`src/rtl/jk_pkg.sv`:
```
// Shared JK command encoding and next-state rule for the
// JK counter cells.
package jk_pkg;

   typedef enum logic [1:0] {
      JK_HOLD   = 2'b00,
      JK_RESET  = 2'b01,
      JK_SET    = 2'b10,
      JK_TOGGLE = 2'b11
   } jk_cmd_t;

   function automatic logic jk_next(
      input jk_cmd_t cmd,
      input logic    q
   );
      logic n;
      n = q;
      unique case (cmd)
         JK_HOLD:   n = q;
         JK_RESET:  n = 1'b0;
         JK_SET:    n = 1'b1;
         JK_TOGGLE: n = ~q;
      endcase
      return n;
   endfunction

endpackage

```
`src/rtl/jk_ff.sv`:
```
// Rising-edge JK flip-flop, synchronous active-high reset
// to q=0.
module jk_ff
   import jk_pkg::*;
(
   input  logic clk,
   input  logic rst,
   input  logic j,
   input  logic k,
   output logic q,
   output logic qbar
);

   logic q_q;
   logic q_d;

   // next state from the {j,k} command
   always_comb begin
      q_d = jk_next(jk_cmd_t'({j, k}), q_q);
   end

   // state register, reset dominates the command
   always_ff @(posedge clk) begin
      if (rst) q_q <= 1'b0;
      else     q_q <= q_d;
   end

   assign q    = q_q;
   assign qbar = ~q_q;

endmodule

```
`src/rtl/jk_sync_counter.sv`:
```
// W-bit synchronous up/down counter from JK cells.
// Define JK_COUNTER_MODULO_EN for modulo-MOD counting.
module jk_sync_counter
   import jk_pkg::*;
#(
   parameter int W   = 4,
   parameter int MOD = 10
) (
   input  logic         clk,
   input  logic         rst,
   input  logic         en,
   input  logic         up,
   input  logic         load,
   input  logic [W-1:0] d,
   output logic [W-1:0] q,
   output logic         tc
);

   logic [W-1:0] q_w;
   logic [W-1:0] qbar_unused;
   logic [W-1:0] j_w;
   logic [W-1:0] k_w;
   logic [W-1:0] low_ones;
   logic [W-1:0] low_zeros;
   logic         wrap_up;
   logic         wrap_dn;

`ifdef JK_COUNTER_MODULO_EN
   localparam logic [W-1:0] TOP = W'(MOD - 1);

   // wrap at or past the top; loaded out-of-range values clear too
   assign wrap_up = up & (q_w >= TOP);
   assign wrap_dn = ~up & (q_w == '0);
`else
   localparam logic [W-1:0] TOP = '1;

   logic unused_mod;
   assign unused_mod = (MOD != 0);

   // binary wrap falls out of the plain toggle chain
   assign wrap_up = 1'b0;
   assign wrap_dn = 1'b0;
`endif

   // per-bit j/k steering: load, then count, else hold
   always_comb begin
      jk_cmd_t c;
      low_ones     = '0;
      low_zeros    = '0;
      j_w          = '0;
      k_w          = '0;
      low_ones[0]  = 1'b1;
      low_zeros[0] = 1'b1;
      for (int i = 1; i < W; i++) begin
         low_ones[i]  = low_ones[i-1] & q_w[i-1];
         low_zeros[i] = low_zeros[i-1] & ~q_w[i-1];
      end
      for (int i = 0; i < W; i++) begin
         c = JK_HOLD;
         if (load) begin
            c = d[i] ? JK_SET : JK_RESET;
         end else if (en) begin
            if (wrap_up) begin
               c = JK_RESET;
            end else if (wrap_dn) begin
               c = TOP[i] ? JK_SET : JK_RESET;
            end else if (up ? low_ones[i] : low_zeros[i]) begin
               c = JK_TOGGLE;
            end
         end
         j_w[i] = c[1];
         k_w[i] = c[0];
      end
   end

   for (genvar i = 0; i < W; i++) begin : g_bit
      jk_ff u_ff (
         .clk  (clk),
         .rst  (rst),
         .j    (j_w[i]),
         .k    (k_w[i]),
         .q    (q_w[i]),
         .qbar (qbar_unused[i])
      );
   end

   // terminal count for cascading; not gated by load or rst
   always_comb begin
      tc = en & ((up & (q_w == TOP)) | (~up & (q_w == '0)));
   end

   assign q = q_w;

endmodule

```
`config.mk`:
```
export PLATFORM = sky130hd
export DESIGN_NAME = jk_sync_counter
export DESIGN_NICKNAME = d
export VERILOG_FILES = /design/src/rtl/jk_pkg.sv /design/src/rtl/jk_ff.sv /design/src/rtl/jk_sync_counter.sv
export SDC_FILE = /design/constraint.sdc
export NUM_CORES = 1
export LEC_CHECK = 0
export ABC_AREA = 1
export ABC_CLOCK_PERIOD_IN_PS = 1700
export CORE_AREA = 2 2 39 41
export DETAILED_ROUTE_END_ITERATION = 7
export DIE_AREA = 0 0 41 43
export GPL_TIMING_DRIVEN = 0
export PLACE_DENSITY = 0.6
export SYNTH_ARGS = -nofsm -noshare
export SYNTH_HDL_FRONTEND = slang
export SYNTH_SLANG_ARGS = --single-unit
export TNS_END_PERCENT = 5
```
`constraint.sdc`:
```
create_clock -name clk -period 1.7 [get_ports clk]
set_input_delay 0.255 -clock clk [delete_from_list [all_inputs] [get_ports clk]]
set_output_delay 0.255 -clock clk [all_outputs]
set_load 0.01 [all_outputs]
```
==> run metrics <==
outcome=finished clean; top cells by count, synth=nand2_1 (13), inv_1 (8), nor2_1 (7); ant diodes=0; sequential area share after synthesis=24.5%; vias in the first global route=slightly below 300; vias post-DR=~350; hold_sp=g_bit[2].u_ff.q; ratio of cells with drive above 1 in the final layout=between 20% and 30%; Avg Inst Size Synth=roughly 5.9 sq um; Net Count, Synth=64; worst hold stages=4; final core utilization=between 30% and 40%; grt total ovfl=0; Crit Path Max Fanout=7; count leader, synth=nand2_1; Combinational Power Share=between 30% and 40%; synth unique cells=15; P_int=0.238 mW; Filler Cells Inserted=between 150 and 200; Peak VDD IR=293 uV; port bufs=13; Ys Warns=0; Post-synth EDFFs=0; Yosys top cell by area=dfxtp_1; CP max stage delay=around 510 ps; row count=14; worst min-delay path class=reg -> reg; max reg flops=4; initial antenna violation count=0; clk_lat worst skew=between 200 and 250 ps; placer congestion estimate=0.670; Endpoint, Worst Hold=g_bit[2].u_ff.q; CP startpoint kind=register; detailed-route vias per instance=4.07; Max-Cap Viols=0; global-route wire length before repair=around 1100 microns; RSZ-0062 raised after global routing=no; r2r endpoint=g_bit[3].u_ff.q; DRT antenna net count=0; CTS Buf Count=3; largest net degree at the start of global routing=9; Async S/R FF share, synth=0%; reg2reg start=g_bit[2].u_ff.q; Die Ht=approximately 43 microns; fin. max-slew vios=0; initial core utilization=about a quarter; WP buf/inv=2; Clk pin slew, worst setup/hold paths=roughly 40 ps; drt drc=0; Worst slew margin=a little under nine tenths; dominant synthesized flop cell=dfxtp_1; CTS root buf=clkbuf_4; Sw Share=27.5%; flip-flop and latch area=82.6 sq um; I/O Pins=14; Seq pwr share=between 30% and 40%; initial DRC count=7; synthesized flop and latch total=4; Max Freq=~660 MHz; Leakage=roughly 0.25 nW; Worst R2R Path Depth=7; die area=between 1500 and 2000 sq um; detailed-placement wirelength estimate=508 microns; share of the synthesized area in the top cell type=about a quarter; Synth Instances=55; r2r setup slk=690 ps; CP delay by family, top=buffers and inverters; wire per inst=around 7.2 microns; CTS Hold Bufs=0; Crit path required time=~1400 ps; Global Route Usage Sum=9.74%; drt first pass iters=3; Place WS=-365 ps; Area Growth Syn to Fin=51.3%; CTS tree=done; Clock power frac=between 30% and 40%; clock sinks=4; total core area=about 1400 sq um; Cell Pwr Density=664 nW/um^2; Netlist Area Pre-Place=between 300 and 400 sq um; Nets=82; CP cell instances=buf_4 > clkdlybuf4s50_1; switching power=~0.090 mW; kind of critical path=reg -> out; slowest cell on the critical path=clkdlybuf4s50_1; Total Power=0.328 mW; Critical Path Sink Type=output port; clock skew=0.811 ps; Final Setup Violations=0; fraction of the cycle the final worst path needs=between 80% and 90%; die width=roughly 41 microns; htree depth=1; final setup margin=around 190 ps; top cells by area, synth=dfxtp_1 (25%), nand2_1 (15%), buf_4 (9.2%); minimum clock period=1510 ps; multi-input logic area=~180 sq um; total negative slack=0 ps; Bufs on Longest Clock Path=2; DRT Wirelength=approximately 630 microns; critical path arrival=1250 ps; worst-margin pin slew=about 210 ps; Hold Violations, Final=0
[tightest hold or removal path, cell delays in order, from the launching register on]
cell and delay (ps):
dfxtp_1 310, nand2_1 60, nand3_1 60, nand2_1 60
inv_1 30
[power by group through the flow]
| stage | Sequential [mW] | Combinational (mW) | Clock, mW |
|---|---|---|---|
| 2_1_floorplan | 0.111 | 0.0603 | 0 |
| 3_3_place_gp | 0.113 | 0.103 | 0 |
| 3_5_place_dp | 0.113 | 0.104 | 0 |
| 4_1_cts | 0.113 | 0.102 | 0.123 |
| 5_1_grt | 0.116 | 0.114 | 0.123 |
| 6_report | 0.113 | 0.100 | 0.115 |
[per-layer routing]
layer,vias up,routed length [microns],GRT usage [%]
li1,200,-,-
met1,144,296,12.9
met2,8,279,10.9
met3,2,41,2.09
met4,0,8,12.0
met5,-,0,0
[area by class of cell]
cell class	count	share of cell area, %
flip-flops and latches	4	16.7
well taps	16	4.05
clock buffers	3	4.56
plain buffers	4	6.08
inverters	10	7.59
multi-input cells	37	36.2
repair buffers	13	24.8
[placed cells by master, fill, tap and decap left out, drive strengths merged]
| cell type | Yosys | routed |
|---|---|---|
| nand2 | 15 | 15 |
| clkdlybuf4s50 | 0 | 10 |
| inv | 10 | 10 |
| nor2 | 8 | 8 |
| o21ai | 5 | 5 |
| buf | 4 | 4 |
| nand3 | 4 | 4 |
| clkbuf | 0 | 4 |
| dfxtp | 4 | 4 |
| a21oi | 3 | 3 |
| dlygate4sd2 | 0 | 2 |
| nand4 | 1 | 1 |
| xnor2 | 1 | 1 |
[worst max path at each step]
stage                          from   end  cells past startpoint
floorplan           g_bit[0].u_ff.q    tc                      6
CTS                 g_bit[2].u_ff.q    tc                      7
global placement                 en    tc                      6
finish              g_bit[0].u_ff.q  q[0]                      2
global route        g_bit[2].u_ff.q    tc                      7
detailed placement               up    tc                      7
[cells by family after synthesis]
| group | Yosys count | synth area share [%] |
|---|---|---|
| AOI/OAI and AO/OA | 8 | 12.3 |
| xor gates and xnor gates | 1 | 2.68 |
| buffers and inverters | 14 | 20.7 |
| DFF | 4 | 24.5 |
| and+or+nand+nor | 28 | 39.8 |
[stage by stage]
stage / cell area [sq um] / hold slack, ps / std cells
after floorplan: 327 / 403 / 55
after global routing: 494 / 576 / 87
after CTS: 498 / 550 / 87
after global placement: 477 / 558 / 84
final: 494 / 562 / 87
after detailed placement: 477 / 567 / 84
[what timing repair did]
item / in CTS / in global routing
setup buffers: 0 / 0
hold endpoints to repair: 0 / 0
setup endpoints to repair: 1 / 1
cloned: 0 / 0
gates resized for setup: 5 / 2
Power figures use the tool's default switching activity.
